--- src/rtl/cos_sin_if.sv ---
// ---------------------------------------------------------------------------
// cos_sin_if
//   Request/result bundle for the cos_sin CORDIC core.
//
//   Signals
//     phase_in  [31:0]       unsigned phase word, full scale = 2*pi
//     valid_in               request strobe (sampled only while busy_out = 0)
//     busy_out               computation in flight
//     valid_out              one-cycle result strobe
//     cos_out   [WIDTH-1:0]  signed cos(phase), 1.0 = 2^(WIDTH-2)
//     sin_out   [WIDTH-1:0]  signed sin(phase), 1.0 = 2^(WIDTH-2)
//
//   Modports
//     master : requester side (drives phase_in/valid_in)
//     slave  : the cos_sin core
// ---------------------------------------------------------------------------
interface cos_sin_if #(
    parameter int WIDTH = 32
);
    logic [31:0]             phase_in;
    logic                    valid_in;
    logic                    busy_out;
    logic                    valid_out;
    logic signed [WIDTH-1:0] cos_out;
    logic signed [WIDTH-1:0] sin_out;

    modport master (
        output phase_in,
        output valid_in,
        input  busy_out,
        input  valid_out,
        input  cos_out,
        input  sin_out
    );

    modport slave (
        input  phase_in,
        input  valid_in,
        output busy_out,
        output valid_out,
        output cos_out,
        output sin_out
    );
endinterface

--- src/rtl/cos_sin.sv ---
// ---------------------------------------------------------------------------
// cos_sin
//   Iterative rotation-mode CORDIC: phase word in, cos/sin out.
//   The top two phase bits select the quadrant; the remaining 30 bits form a
//   residual angle in [0, pi/2) that is driven to zero by ITER
//   micro-rotations, one per clock. A final cycle maps the result back into
//   the selected quadrant and registers it.
//
//   Ports
//     clk_in    : clock, rising edge
//     rst_n_in  : asynchronous active-low reset
//     bus       : cos_sin_if.slave (phase_in, valid_in, busy_out,
//                 valid_out, cos_out, sin_out)
//
//   Parameters
//     WIDTH : output width, 16..32; 1.0 = 2^(WIDTH-2)
//     ITER  : micro-rotations per result, 8..30
//
//   Timing
//     accept edge -> valid_out : ITER + 1 cycles
//     throughput               : one result per ITER + 2 cycles
//
//   Build option
//     COS_SAT_EN : when defined, each output is clamped to
//                  [-2^(WIDTH-2), +2^(WIDTH-2)] in the quadrant-fix cycle.
//                  When undefined, the low WIDTH bits pass straight through.
// ---------------------------------------------------------------------------
module cos_sin #(
    parameter int WIDTH = 32,
    parameter int ITER  = 24
) (
    input  logic       clk_in,
    input  logic       rst_n_in,
    cos_sin_if.slave   bus
);
    // x/y carry two guard bits: CORDIC gain transient and negation headroom.
    localparam int XW = WIDTH + 2;

    // K = 0.6072529350 scaled to Q30, rescaled with rounding to Q(WIDTH-2).
    localparam logic [63:0] K_Q30  = 64'd652032874;
    localparam int          K_SH   = 32 - WIDTH;
    localparam logic [63:0] K_RND  = (64'd1 << K_SH) >> 1;
    localparam logic [63:0] K_FULL = (K_Q30 + K_RND) >> K_SH;
    localparam logic signed [XW-1:0] K_INIT = K_FULL[XW-1:0];

    localparam logic [4:0] ITER_LAST = 5'(ITER - 1);

    typedef enum logic [1:0] {
        S_IDLE   = 2'd0,
        S_ROTATE = 2'd1,
        S_FIX    = 2'd2
    } state_t;

    // atan(2^-i) in phase units (2*pi = 2^32), rounded to nearest.
    function automatic logic [31:0] atan_lut(input logic [4:0] idx);
        logic [31:0] v;
        case (idx)
            5'd0:  v = 32'h2000_0000;
            5'd1:  v = 32'h12E4_051E;
            5'd2:  v = 32'h09FB_385B;
            5'd3:  v = 32'h0511_11D4;
            5'd4:  v = 32'h028B_0D43;
            5'd5:  v = 32'h0145_D7E1;
            5'd6:  v = 32'h00A2_F61E;
            5'd7:  v = 32'h0051_7C55;
            5'd8:  v = 32'h0028_BE53;
            5'd9:  v = 32'h0014_5F2F;
            5'd10: v = 32'h000A_2F98;
            5'd11: v = 32'h0005_17CC;
            5'd12: v = 32'h0002_8BE6;
            5'd13: v = 32'h0001_45F3;
            5'd14: v = 32'h0000_A2FA;
            5'd15: v = 32'h0000_517D;
            5'd16: v = 32'h0000_28BE;
            5'd17: v = 32'h0000_145F;
            5'd18: v = 32'h0000_0A30;
            5'd19: v = 32'h0000_0518;
            5'd20: v = 32'h0000_028C;
            5'd21: v = 32'h0000_0146;
            5'd22: v = 32'h0000_00A3;
            5'd23: v = 32'h0000_0051;
            5'd24: v = 32'h0000_0029;
            5'd25: v = 32'h0000_0014;
            5'd26: v = 32'h0000_000A;
            5'd27: v = 32'h0000_0005;
            5'd28: v = 32'h0000_0003;
            5'd29: v = 32'h0000_0001;
            default: v = 32'h0000_0000;
        endcase
        return v;
    endfunction

    state_t                  state_q, state_d;
    logic [4:0]              iter_q, iter_d;
    logic [1:0]              quad_q, quad_d;
    logic signed [XW-1:0]    x_q, x_d;
    logic signed [XW-1:0]    y_q, y_d;
    logic signed [32:0]      z_q, z_d;
    logic                    busy_q, busy_d;
    logic                    valid_q, valid_d;
    logic signed [WIDTH-1:0] cos_q, cos_d;
    logic signed [WIDTH-1:0] sin_q, sin_d;

    logic signed [XW-1:0]    x_sh;
    logic signed [XW-1:0]    y_sh;
    logic signed [32:0]      atan_ext;
    logic signed [XW-1:0]    c_full;
    logic signed [XW-1:0]    s_full;
    logic signed [WIDTH-1:0] c_out;
    logic signed [WIDTH-1:0] s_out;

    assign x_sh     = x_q >>> iter_q;
    assign y_sh     = y_q >>> iter_q;
    assign atan_ext = {1'b0, atan_lut(iter_q)};

    // Quadrant fold-back of the rotated vector.
    always_comb begin
        c_full = x_q;
        s_full = y_q;
        case (quad_q)
            2'd0: begin c_full = x_q;  s_full = y_q;  end
            2'd1: begin c_full = -y_q; s_full = x_q;  end
            2'd2: begin c_full = -x_q; s_full = -y_q; end
            default: begin c_full = y_q; s_full = -x_q; end
        endcase
    end

`ifdef COS_SAT_EN
    localparam logic signed [XW-1:0] ONE_P = XW'(64'sd1 <<< (WIDTH - 2));
    localparam logic signed [XW-1:0] NEG_P = -ONE_P;

    function automatic logic signed [WIDTH-1:0] clamp_out(
        input logic signed [XW-1:0] v
    );
        logic signed [XW-1:0] r;
        if (v > ONE_P)
            r = ONE_P;
        else if (v < NEG_P)
            r = NEG_P;
        else
            r = v;
        return r[WIDTH-1:0];
    endfunction

    assign c_out = clamp_out(c_full);
    assign s_out = clamp_out(s_full);
`else
    // Guard bits are dropped; residual overshoot passes through.
    logic unused_guard_bits;
    assign unused_guard_bits = ^{c_full[XW-1:WIDTH], s_full[XW-1:WIDTH]};
    assign c_out = c_full[WIDTH-1:0];
    assign s_out = s_full[WIDTH-1:0];
`endif

    always_comb begin
        state_d = state_q;
        iter_d  = iter_q;
        quad_d  = quad_q;
        x_d     = x_q;
        y_d     = y_q;
        z_d     = z_q;
        busy_d  = busy_q;
        valid_d = 1'b0;
        cos_d   = cos_q;
        sin_d   = sin_q;

        case (state_q)
            S_IDLE: begin
                if (bus.valid_in) begin
                    quad_d  = bus.phase_in[31:30];
                    z_d     = {3'b000, bus.phase_in[29:0]};
                    x_d     = K_INIT;
                    y_d     = '0;
                    iter_d  = '0;
                    busy_d  = 1'b1;
                    state_d = S_ROTATE;
                end
            end

            S_ROTATE: begin
                // Rotate toward z = 0; sign bit of z picks the direction.
                if (!z_q[32]) begin
                    x_d = x_q - y_sh;
                    y_d = y_q + x_sh;
                    z_d = z_q - atan_ext;
                end else begin
                    x_d = x_q + y_sh;
                    y_d = y_q - x_sh;
                    z_d = z_q + atan_ext;
                end
                iter_d = iter_q + 5'd1;
                if (iter_q == ITER_LAST) begin
                    state_d = S_FIX;
                end
            end

            S_FIX: begin
                cos_d   = c_out;
                sin_d   = s_out;
                valid_d = 1'b1;
                busy_d  = 1'b0;
                iter_d  = '0;
                state_d = S_IDLE;
            end

            default: begin
                state_d = S_IDLE;
                busy_d  = 1'b0;
                iter_d  = '0;
            end
        endcase
    end

    always_ff @(posedge clk_in or negedge rst_n_in) begin
        if (!rst_n_in) begin
            state_q <= S_IDLE;
            iter_q  <= '0;
            quad_q  <= '0;
            x_q     <= '0;
            y_q     <= '0;
            z_q     <= '0;
            busy_q  <= 1'b0;
            valid_q <= 1'b0;
            cos_q   <= '0;
            sin_q   <= '0;
        end else begin
            state_q <= state_d;
            iter_q  <= iter_d;
            quad_q  <= quad_d;
            x_q     <= x_d;
            y_q     <= y_d;
            z_q     <= z_d;
            busy_q  <= busy_d;
            valid_q <= valid_d;
            cos_q   <= cos_d;
            sin_q   <= sin_d;
        end
    end

    assign bus.busy_out  = busy_q;
    assign bus.valid_out = valid_q;
    assign bus.cos_out   = cos_q;
    assign bus.sin_out   = sin_q;

endmodule

--- src/flat_wrapper.sv ---
// flat-port wrapper written by rule: the top's interface ports become plain ports
module cos_sin_flat 
#(
    parameter int WIDTH = 32,
    parameter int ITER  = 24
)
  (clk_in, rst_n_in, bus_phase_in, bus_valid_in, bus_busy_out, bus_valid_out, bus_cos_out, bus_sin_out);
  cos_sin_if #(.WIDTH(WIDTH)) bus_i ();
  input  logic clk_in;
  input  logic rst_n_in;
  input wire logic [$bits(bus_i.phase_in)-1:0] bus_phase_in;
  input wire logic [$bits(bus_i.valid_in)-1:0] bus_valid_in;
  output wire logic [$bits(bus_i.busy_out)-1:0] bus_busy_out;
  output wire logic [$bits(bus_i.valid_out)-1:0] bus_valid_out;
  output wire logic [$bits(bus_i.cos_out)-1:0] bus_cos_out;
  output wire logic [$bits(bus_i.sin_out)-1:0] bus_sin_out;
  assign bus_i.phase_in = bus_phase_in;
  assign bus_i.valid_in = bus_valid_in;
  assign bus_busy_out = bus_i.busy_out;
  assign bus_valid_out = bus_i.valid_out;
  assign bus_cos_out = bus_i.cos_out;
  assign bus_sin_out = bus_i.sin_out;
  cos_sin #(.WIDTH(WIDTH), .ITER(ITER)) u_core (.clk_in(clk_in), .rst_n_in(rst_n_in), .bus(bus_i));
endmodule
--- config.mk ---
export PLATFORM = sky130hd
export DESIGN_NAME = cos_sin_flat
export DESIGN_NICKNAME = d
export VERILOG_FILES = /design/src/rtl/cos_sin_if.sv /design/src/rtl/cos_sin.sv /design/src/flat_wrapper.sv
export SDC_FILE = /design/constraint.sdc
export NUM_CORES = 1
export LEC_CHECK = 0
export BUFFER_PORTS_ARGS = -buffer_cell sky130_fd_sc_hd__buf_2
export CORE_AREA = 5 5 190 192
export CTS_BUF_LIST = sky130_fd_sc_hd__clkbuf_2
export CTS_CLUSTER_SIZE = 30
export DETAILED_ROUTE_END_ITERATION = 7
export DIE_AREA = 0 0 195 197
export HOLD_SLACK_MARGIN = 0.08
export PLACE_DENSITY = 0.88
export SLEW_MARGIN = 0
export SYNTH_ARGS = -nofsm -noshare
export SYNTH_HDL_FRONTEND = slang
export SYNTH_SLANG_ARGS = --single-unit
--- constraint.sdc ---
create_clock -name clk_in -period 8.1 [get_ports clk_in]
set_clock_uncertainty 0.2 [all_clocks]
set_input_delay 1.215 -clock clk_in [delete_from_list [all_inputs] [get_ports clk_in]]
set_output_delay 1.215 -clock clk_in [all_outputs]
set_load 0.005 [all_outputs]
### Word-level counts from Yosys, hierarchy flattened

Memory sizes are Yosys's and may differ from the RTL's.
Cells that the tools add are included.
W data, S select, Z words.

| storage, ports and cells | value |
|---|---|
| flip-flop bits (word level) | 176 |
| bits in read-only memories | 960 |
| bits of input ports | 35 |
| logic and storage cells | 56 |
| memories | 1 |

Memories:

| name | words | width | read ports | clocked after memory_dff | write ports | RTL line | source |
|---|---|---|---|---|---|---|---|
| (no name shown) | 32 | 30 | 1 | 0 | 0 | cos_sin.sv:57 | `case (idx)` |

| operators by class | value |
|---|---|
| $add $sub $neg | 9 |
| equality and inequality tests | 7 |
| shifts and indexed selects | 2 |
| muxes and demuxes | 19 |
| bitwise logic cells | 1 |
| reduce and logical (&&, ||, !) cells | 7 |

Operators by type and width:

| cell | number |
|---|---|
| $pmux W32 S3 | 2 |
| $mux W34 | 4 |
| $pmux W34 S2 | 2 |
| $add A34 B34 Y34 | 2 |
| $sshr A34 B5 Y34 | 2 |
| $sub A34 B34 Y34 | 2 |
| $mux W33 | 2 |
| $pmux W33 S2 | 1 |
| $neg A32 Y32 | 2 |
| $add A33 B33 Y33 | 1 |
| $sub A33 B33 Y33 | 1 |
| $pmux W5 S2 | 1 |
| $reduce_and A2 Y1 | 4 |
| $add A5 B1 Y5 const B | 1 |
| $eq A5 B5 Y1 const B | 1 |
| $mux W5 | 1 |
| $eq A2 B1 Y1 const B | 2 |
| $eq A2 B2 Y1 const B | 2 |
| $logic_not A2 Y1 | 2 |
| $mux W2 | 2 |
| $pmux W2 S2 | 1 |
| $mux W1 | 2 |
| $ne A2 B1 Y1 const B | 1 |
| $ne A2 B2 Y1 const B | 1 |
| 3 further kinds | 3 |

### Logic depth before layout (Yosys ltp)

Gate-level depths: netlist of the first run.

| depth | value |
|---|---|
| depth in word-level cells | 4 |
| mapped depth | 30 |
| gate-level depth less buffers | 25 |

### Least setup slack after synthesis of the first run

Ideal clock, no wire load.

| path | value |
|---|---|
| path kind | register to register |
| from | register u_core.iter_q[0] |
| to | register u_core.z_q[27] |
| arrival | 5.673 ns |
| data required time | 7.780 ns |
| slack | 2.107 ns |
| stages on the path, launching flop included | 30 |
| cells stage by stage | dfrtp_1 -> buf_6 -> buf_6 -> buf_2 -> buf_2 -> inv_1 -> ha_1 -> clkbuf_1 -> o21ai_0 -> a21oi_1 -> a311o_1 -> o21ai_0 -> ha_1 -> nand3_1 -> nor2_1 -> and3_1 -> nor3b_1 -> nor2_1 -> xor2_1 -> ha_1 -> a21o_1 -> a21oi_1 -> nor2_1 -> nor2_1 -> o21ai_0 -> o21ai_0 -> a21oi_1 -> o21a_1 -> or3_1 -> a31o_2 |

| between the ends | value |
|---|---|
| longest elaborated chain between the ends | 4 |
| elaborated cells on any way between the ends | 5 |
| classes of those cells | add/sub: 2; mux: 2; memory: 1 |

RTL lines:

| element | RTL line | source |
|---|---|---|
| from (decl) | cos_sin.sv:94 | `logic [4:0] iter_q, iter_d;` |
| from (signal assigned) | cos_sin.sv:228 | `iter_q <= iter_d;` |
| $mem_v2 Z32 W30 (*) | n/a |  |
| $sub A33 B33 Y33 or $add A33 B33 Y33 (tied branches) | cos_sin.sv:185, cos_sin.sv:189 |  |
| $mux W33 (*) | cos_sin.sv:182 | `if (!z_q[32]) begin` |
| $pmux W33 S2 (*) | cos_sin.sv:167 | `case (state_q)` |
| to (signal assigned) | cos_sin.sv:232 | `z_q <= z_d;` |
| to (decl) | cos_sin.sv:98 | `logic signed [32:0] z_q, z_d;` |

Mark *: on every way between the ends. The rest lies on a longest branch, timed or not.
A chain may end at the register's enable or synchronous reset.

### Worst setup path in the final report of the first run

| path | value |
|---|---|
| from | register u_core.iter_q[0] |
| to | register u_core.x_q[33] |

| between the ends | value |
|---|---|
| longest elaborated chain between the ends | 4 |
| elaborated cells on any way between the ends | 5 |
| classes of those cells | add/sub: 2; shift: 1; mux: 2 |

RTL lines:

| element | RTL line | source |
|---|---|---|
| $sshr A34 B5 Y34 (*) | cos_sin.sv:113 | `assign y_sh = y_q >>> iter_q;` |
| $sub A34 B34 Y34 or $add A34 B34 Y34 (tied branches) | cos_sin.sv:183, cos_sin.sv:187 |  |
| $mux W34 (*) | cos_sin.sv:182 |  |
| $pmux W34 S2 (*) | cos_sin.sv:167 |  |
| to (signal assigned) | cos_sin.sv:219 | `x_q <= '0;` |
| to (signal assigned) | cos_sin.sv:230 | `x_q <= x_d;` |
| to (decl) | cos_sin.sv:96 | `logic signed [XW-1:0] x_q, x_d;` |

Marked as above.

==> metrics.md, run 1 <==
| Metric | Value |
|---|---|
| Max capacitance violation total | 0 |
| Top library cells by usage in the layout, fill and taps aside | nand2_1, o21ai_0, a21oi_1 |
| CTS HTree Levels | 4 |
| Number of placement rows | 68 |
| Required time of the worst setup path | a little under 9 ns |
| Area added between synthesis and finish | 3.88% |
| Delay of the slowest critical-path stage | 1.11 ns |
| Initial standard-cell utilization of the core | 0.642 |
| Sequential share of the synthesized area | 0.201 |
| Beginning of the worst hold path | bus_phase_in[21] |
| Cts bufs inserted | 17 |
| Largest driver fanout on the critical path | 56 |
| Placed insts | 3154 |
| Area of placed instances | approximately 23000 um2 |
| Number of max-slew violations in the final report | 0 |
| Highest achievable clock rate | approximately 130 MHz |
| Root Buffer | clkbuf_2 |
| Critical Setup Path Class | reg -> reg |
| Netlist Area Pre-Place | 21900 um2 |
| Die height | approximately 200 um |
| Synthesized net count | 2916 |
| Final global-route overflow total | 0 |
| Clock tree from TritonCTS | done |
| Result of the run | finished clean |
| Residual DRC | 0 |
| Count of vias placed by the detailed router | ~23000 |
| DR iter-0 viols | 3030 |
| Clock Pin Slew Worst Setup and Hold Paths | 0.32 ns |
| Insertion delay to the later sink of the worst-skew pair | 0.94 ns |
| Category of the worst setup path launch point | register |
| Predominant post-synthesis flop cell | dfrtp_1 |
| Ordered list of cells on the worst path | buf_4 > mux2i_1 > mux4_2 > mux2i_1 > or3_4 > a211oi_4 > and2_1 > nor2b_1 > a31oi_1 > xnor2_1 > ha_1 > a21oi_1 > o21ai_0 > a2111oi_0 > nor4_1 > o21ai_0 > o21ai_0 > a211oi_1 > o21ai_0 > a2111o_1 > o211ai_1 > a31o_1 |
| Cell variety after synth | between 100 and 150 |
| Uppermost layer routed | met5 |
| Floorplan die area | 38400 um2 |
| Number of warnings printed during yosys synthesis | 0 |
| Total GRT Usage | 0.409 |
| # port buffers | 100 |
| Post_cts resized | 0 |
| Most common cell after layout, fill and taps aside | nand2_1 |
| Mapped Avg Cell Area | 7.94 um2 |
| Last weighted congestion value of the routability-driven placer | between 1 and 1.5 |
| Fraction of layout cells with a size suffix above 1 | 0.142 |
| Antenna Nets Post-Route | 0 |
| Top Ports | 101 |
| Post-layout instance area | 22800 um2 |
| Crit-path most repeated cell | o21ai_0 |
| Sum of negative setup slack | 0 ns |
| FF+latch count, synth | ~180 |
| Reg-to-reg startpoint | u_core.iter_q[0] |
| Slowest stage cell on the critical path | dfrtp_4 |
| Fin crit period | 7.64 ns |
| Worst Path Arrival | 8.35 ns |
| First drt pass iteration count | 6 |
| Filler Cell Count | 2975 |
| Number of cells on the worst reg-to-reg path | 22 |
| Wl on met1 | 30100 um |
| Number of cells on the critical path | 22 |
| Setup crit end kind | register |
| Via density | 7.11 |
| Post-synth ARST share | 1.00 |
| Utilization after layout | 0.667 |
| Worst hold path depth | 3 |
| Met2 wire length | 35300 um |
| CP delay by family, top | compound AO/OA/AOI/OAI gates |
| Final clock period utilization by the worst path | 0.943 |
| Number of non-filler instances in the completed layout | ~3200 |
| Transition time at the pin with the least slew margin | about 1.0 ns |
| Worst-case headroom to the max-slew limit | 0.303 |
| Buffers & Inverters on Critical Path | 1 |
| Worst min path class | in -> reg |
| X dimension of the die | 195 um |
| Number of endpoints with negative hold slack in the final report | 0 |
| Number of antenna violations at the first check in global routing | 4 |
| Largest buffer count on any clock path | 2 |
| Routed len/inst | between 20 and 30 um |
| Count of flip-flops with a built-in enable after synthesis | 0 |
| Final setup fails | 0 |
| Routed length on met3 | approximately 9600 um |
| Number of global-route vias before repair | 21688 |
| Global-route wire length before repair | 124000 um |
| Buffers inserted during post-CTS setup optimization | 0 |
| Total Routed Length | 80700 um |
| Post-detail-place hpwl | roughly 60000 um |
| Pin count of the biggest net entering global routing | around 110 |
| Synthesized instance count | 2764 |
| Core region area | 34200 um2 |
| Clock tree sinks | 176 |
| Final nets | 2871 |
| Crit path from | u_core.iter_q[0] |
| Number of buffers added to fix hold violations after cts | 1 |
| Setup repair after global routing missed its margin | false |
-- through the flow --
step	hold slack [ns]	setup slack, ns
finish	0.273	0.458
global route	0.255	0.0556
CTS	0.254	0.665
detailed placement	0.264	0.742
global placement	0.255	1.05
floorplan	0.272	2.11
-- cells in the mapped netlist (all sizes together) (15+ instances only) --
cell type / n / area, um2
nand2: 307 / 1150
o21ai: 282 / 1410
a21oi: 222 / 1110
nor2: 218 / 821
dfrtp: 176 / 4400
clkbuf: 154 / 579
xnor2: 126 / 1100
ha: 114 / 1430
xor2: 111 / 972
nand3: 79 / 400
mux4: 78 / 1760
buf: 75 / 452
mux2i: 73 / 743
nor3: 61 / 315
mux2: 58 / 661
a21o: 56 / 420
inv: 54 / 203
nand2b: 48 / 300
a31oi: 45 / 297
and3: 30 / 189
or3: 27 / 179
o31ai: 26 / 195
a211oi: 24 / 198
and2: 22 / 138
o22ai: 22 / 138
a22oi: 21 / 158
nor2b: 20 / 125
o21a: 18 / 135
nor4: 15 / 136
-- final timing paths --
path | end | slack (ns)
worst max-delay path | u_core.x_q[33] | 0.46
worst max register to register | u_core.x_q[33] | 0.46
min in group asynchronous | u_core.bus.sin_out[6] | 0.50
worst min-delay path | u_core.z_q[21] | 0.27
worst min register to register | u_core.bus.sin_out[20] | 0.31
max in group asynchronous | u_core.iter_q[2] | 5.77
-- layer usage --
layer  vias up  track usage
li1       9994            -
met1     10741        0.515
met2      1530        0.641
met3       402        0.102
met4         2        0.244
met5         -            0
-- state kept, by name (all words and copies together), names as in the netlist --
name and flops:
u_core.bus.busy_out 1, u_core.bus.cos_out 32, u_core.bus.sin_out 32, u_core.bus.valid_out 1, u_core.iter_q 5, u_core.quad_q 2
u_core.state_q 2, u_core.x_q 34, u_core.y_q 34, u_core.z_q 33
-- layout make-up --
class	count	area (um2)	area share
Inverter	54	203	0.00889
Antenna cell	2	5.00	0.000220
Timing Repair Buffer	165	1020	0.0448
Multi-Input combinational cell	2305	16300	0.717
Clock inverter	15	151	0.00664
Tap cell	455	569	0.0250
Clock buffer	17	85.1	0.00373
Sequential cell	176	4420	0.194
-- worst reg2reg max path: stages, from the launching register on --
cell	delay, ns
dfrtp_4	1.11
buf_4	0.41
mux2i_1	0.39
mux4_2	0.29
mux2i_1	0.17
or3_4	0.45
a211oi_4	0.40
and2_1	0.20
nor2b_1	0.19
a31oi_1	0.13
xnor2_1	0.18
ha_1	0.36
a21oi_1	0.17
o21ai_0	0.24
a2111oi_0	0.70
nor4_1	0.19
o21ai_0	0.34
o21ai_0	0.26
a211oi_1	0.39
o21ai_0	0.25
a2111o_1	0.38
o211ai_1	0.09
a31o_1	0.12
-- kinds of logic (layout without fill, tap and decap cells) --
kind of cell / Yosys count / after routing / share of synthesized area
mux: 209 / 209 / 0.144
xor+xnor: 237 / 237 / 0.0946
buf+inv: 283 / 251 / 0.0562
flops: 176 / 176 / 0.201
other cells: 0 / 2 / 0
simple gates: 886 / 886 / 0.193
compound gates: 856 / 856 / 0.243
fa+ha+maj: 117 / 117 / 0.0677
Power of run 1 is left out: the tool's default activity adds up to more than one toggle a clock period on the data nets, which glitch-free logic cannot reach.
==> run 2, diff against run 1 <==
--- a/config.mk
+++ b/config.mk
@@ -13,6 +13,7 @@
 export DIE_AREA = 0 0 195 197
 export HOLD_SLACK_MARGIN = 0.08
 export PLACE_DENSITY = 0.88
+export RECOVER_POWER = 100
 export SLEW_MARGIN = 0
 export SYNTH_ARGS = -nofsm -noshare
 export SYNTH_HDL_FRONTEND = slang
==> metrics.md, run 2 (synthesized netlist as in run 1, its figures left out) <==
| Metric | Value |
|---|---|
| Post-detail-place hpwl | 60100 um (unchanged) |
| Routed len/inst | 25.3 um (about the same) |
| Setup repair after global routing missed its margin | false |
| Beginning of the worst hold path | bus_phase_in[31] |
| Final nets | 2871 (unchanged) |
| Worst hold path depth | 3 (unchanged) |
| Worst min path class | in -> reg |
| Count of vias placed by the detailed router | 22544 (-0.55%) |
| Buffers inserted during post-CTS setup optimization | 0 (unchanged) |
| Reg-to-reg slack, setup | 0.46 ns (about the same) |
| Largest registers in the final layout | u_core.x_q: 34 flops, u_core.y_q: 34 flops, u_core.z_q: 33 flops |
| Number of antenna violations at the first check in global routing | 4 (unchanged) |
| Antenna Nets Post-Route | 0 (unchanged) |
| Sink of the worst hold path | u_core.quad_q[1] |
| Highest achievable clock rate | 131 MHz (about the same) |
| Largest driver fanout on the critical path | 56 (unchanged) |
| Max capacitance violation total | 4 (+4) |
| Top library cells by usage in the layout, fill and taps aside | nand2_1, o21ai_0, a21oi_1 |
| Number of max-slew violations in the final report | 256 (+256) |
| Most common cell after layout, fill and taps aside | nand2_1 |
| DR iter-0 viols | 2897 (-4.4%) |
| Final clock period utilization by the worst path | 0.944 (about the same) |
| Global-route wire length before repair | 124000 um (unchanged) |
| Number of endpoints with negative hold slack in the final report | 0 (unchanged) |
| Violations in the final reports | capacitance limit, slew limit |
| Cts bufs inserted | 17 (unchanged) |
| CTS HTree Levels | 4 (unchanged) |
| Floorplan die area | 38400 um2 (unchanged) |
| Required time of the worst setup path | 8.83 ns (+0.03 ns) |
| Via density | 7.07 (-0.58%) |
| Number of global-route vias before repair | 21688 (unchanged) |
| Pin count of the biggest net entering global routing | 106 (unchanged) |
| Fin crit period | 7.64 ns (+0.00158 ns) |
| Top Ports | 101 (unchanged) |
| Clock Pin Slew Worst Setup and Hold Paths | 0.31 ns (about the same) |
| Fraction of layout cells with a size suffix above 1 | 0.124 (-0.0183) |
| X dimension of the die | 195 um (unchanged) |
| Critical Setup Path Class | reg -> reg |
| Insertion delay to the later sink of the worst-skew pair | 0.96 ns (+0.02 ns) |
| # port buffers | 100 (unchanged) |
| Sum of negative setup slack | 0 ns (unchanged) |
| Die height | 197 um (unchanged) |
| Core region area | 34200 um2 (unchanged) |
| Reg-to-reg startpoint | u_core.iter_q[0] |
| Area added between synthesis and finish | 3.45% |
| Total Routed Length | 80800 um (+0.12%) |
| Root Buffer | clkbuf_2 |
| Clock tree sinks | 176 (unchanged) |
| Category of the worst setup path launch point | register |
| First drt pass iteration count | 8 (+2) |
| Worst-case headroom to the max-slew limit | -1.38 (-1.68) |
| Final setup fails | 0 (unchanged) |
| Post_cts resized | 0 (unchanged) |
| Number of cells on the worst reg-to-reg path | 22 (unchanged) |
| Post-layout instance area | 22700 um2 (-0.41%) |
| Final global-route overflow total | 0 (unchanged) |
| Largest buffer count on any clock path | 2 (unchanged) |
| Setup crit end kind | register |
| Result of the run | finished, violations left |
| Number of placement rows | 68 (unchanged) |
| Last weighted congestion value of the routability-driven placer | 1.11 (unchanged) |
| Residual DRC | 0 (unchanged) |
| Total GRT Usage | 0.409 (unchanged) |
| Initial standard-cell utilization of the core | 0.642 (unchanged) |
| Worst R2R End | u_core.x_q[33] |
| Area of placed instances | 22500 um2 (unchanged) |
| Clock tree from TritonCTS | done |
| Transition time at the pin with the least slew margin | 3.57 ns (+2.54 ns) |
| Worst Path Arrival | 8.37 ns (+0.02 ns) |
-- run 2: changes by cell type in the layout (fill, tap and decap cells not counted), moves of 5 or more --
cell / before / now
o21ai_1: 12 / 5
buf_4: 62 / 57
buf_2: 99 / 61
o21ai_0: 270 / 277
clkbuf_1: 0 / 44
-- run 2: repair_timing --
| action | 4_1_cts | 5_1_grt |
|---|---|---|
| endpoints found under the hold margin | 43 | 0 |
| setup endpoints to repair | 0 | 0 |
| hold buffers | 1 | 0 |
-- run 2: worst max path at each step --
stage	startpoint	cells past startpoint	to
final	u_core.iter_q[0]	22	u_core.x_q[33]
after global routing	u_core.iter_q[0]	22	u_core.x_q[33]
after CTS	u_core.iter_q[0]	22	u_core.x_q[33]
after detailed placement	u_core.iter_q[0]	22	u_core.x_q[33]
after global placement	u_core.iter_q[0]	23	u_core.y_q[33]
after floorplan	u_core.iter_q[0]	29	u_core.z_q[27]
-- run 2: stage by stage --
stage	instances	utilization	setup slack (ns)	hold WS (ns)
CTS	3187	0.666	0.665	0.254
detailed placement	3154	0.659	0.742	0.264
floorplan	2764	-	2.11	0.272
finish	3190	0.664	0.456	0.256
global placement	3154	0.659	1.05	0.255
global route	3188	0.664	0.0411	0.255
-- run 2: routing by layer --
metal / share of wire / GRT usage
met5: 0.00020 / 0
met2: 0.44 / 0.641
met4: 0.069 / 0.244
met3: 0.12 / 0.102
met1: 0.37 / 0.515
-- run 2: critical path, stage by stage, from the launching register on --
cell and delay [ns]:
dfrtp_4 1.09, buf_4 0.40, mux2i_1 0.39, mux4_2 0.29
mux2i_1 0.18, or3_4 0.45, a211oi_4 0.40, and2_0 0.22
nor2b_1 0.20, a31oi_1 0.13, xnor2_1 0.18, ha_1 0.36
a21oi_1 0.17, o21ai_0 0.24, a2111oi_0 0.73, nor4_1 0.19
o21ai_0 0.32, o21ai_0 0.24, a211oi_1 0.37, o21ai_0 0.25
a2111o_1 0.38, o211ai_1 0.09, a31o_1 0.11
-- run 2: cell type report --
type | count | area (um2)
multi-input combinational | 2305 | 16300
fill | 2990 | 11500
sequential | 176 | 4420
timing repair buffer | 165 | 948
tap | 455 | 569
inverter | 54 | 203
clock inverter | 15 | 151
clock buffer | 17 | 85.1
antenna | 3 | 7.51
Power of run 2 is left out for the same reason.
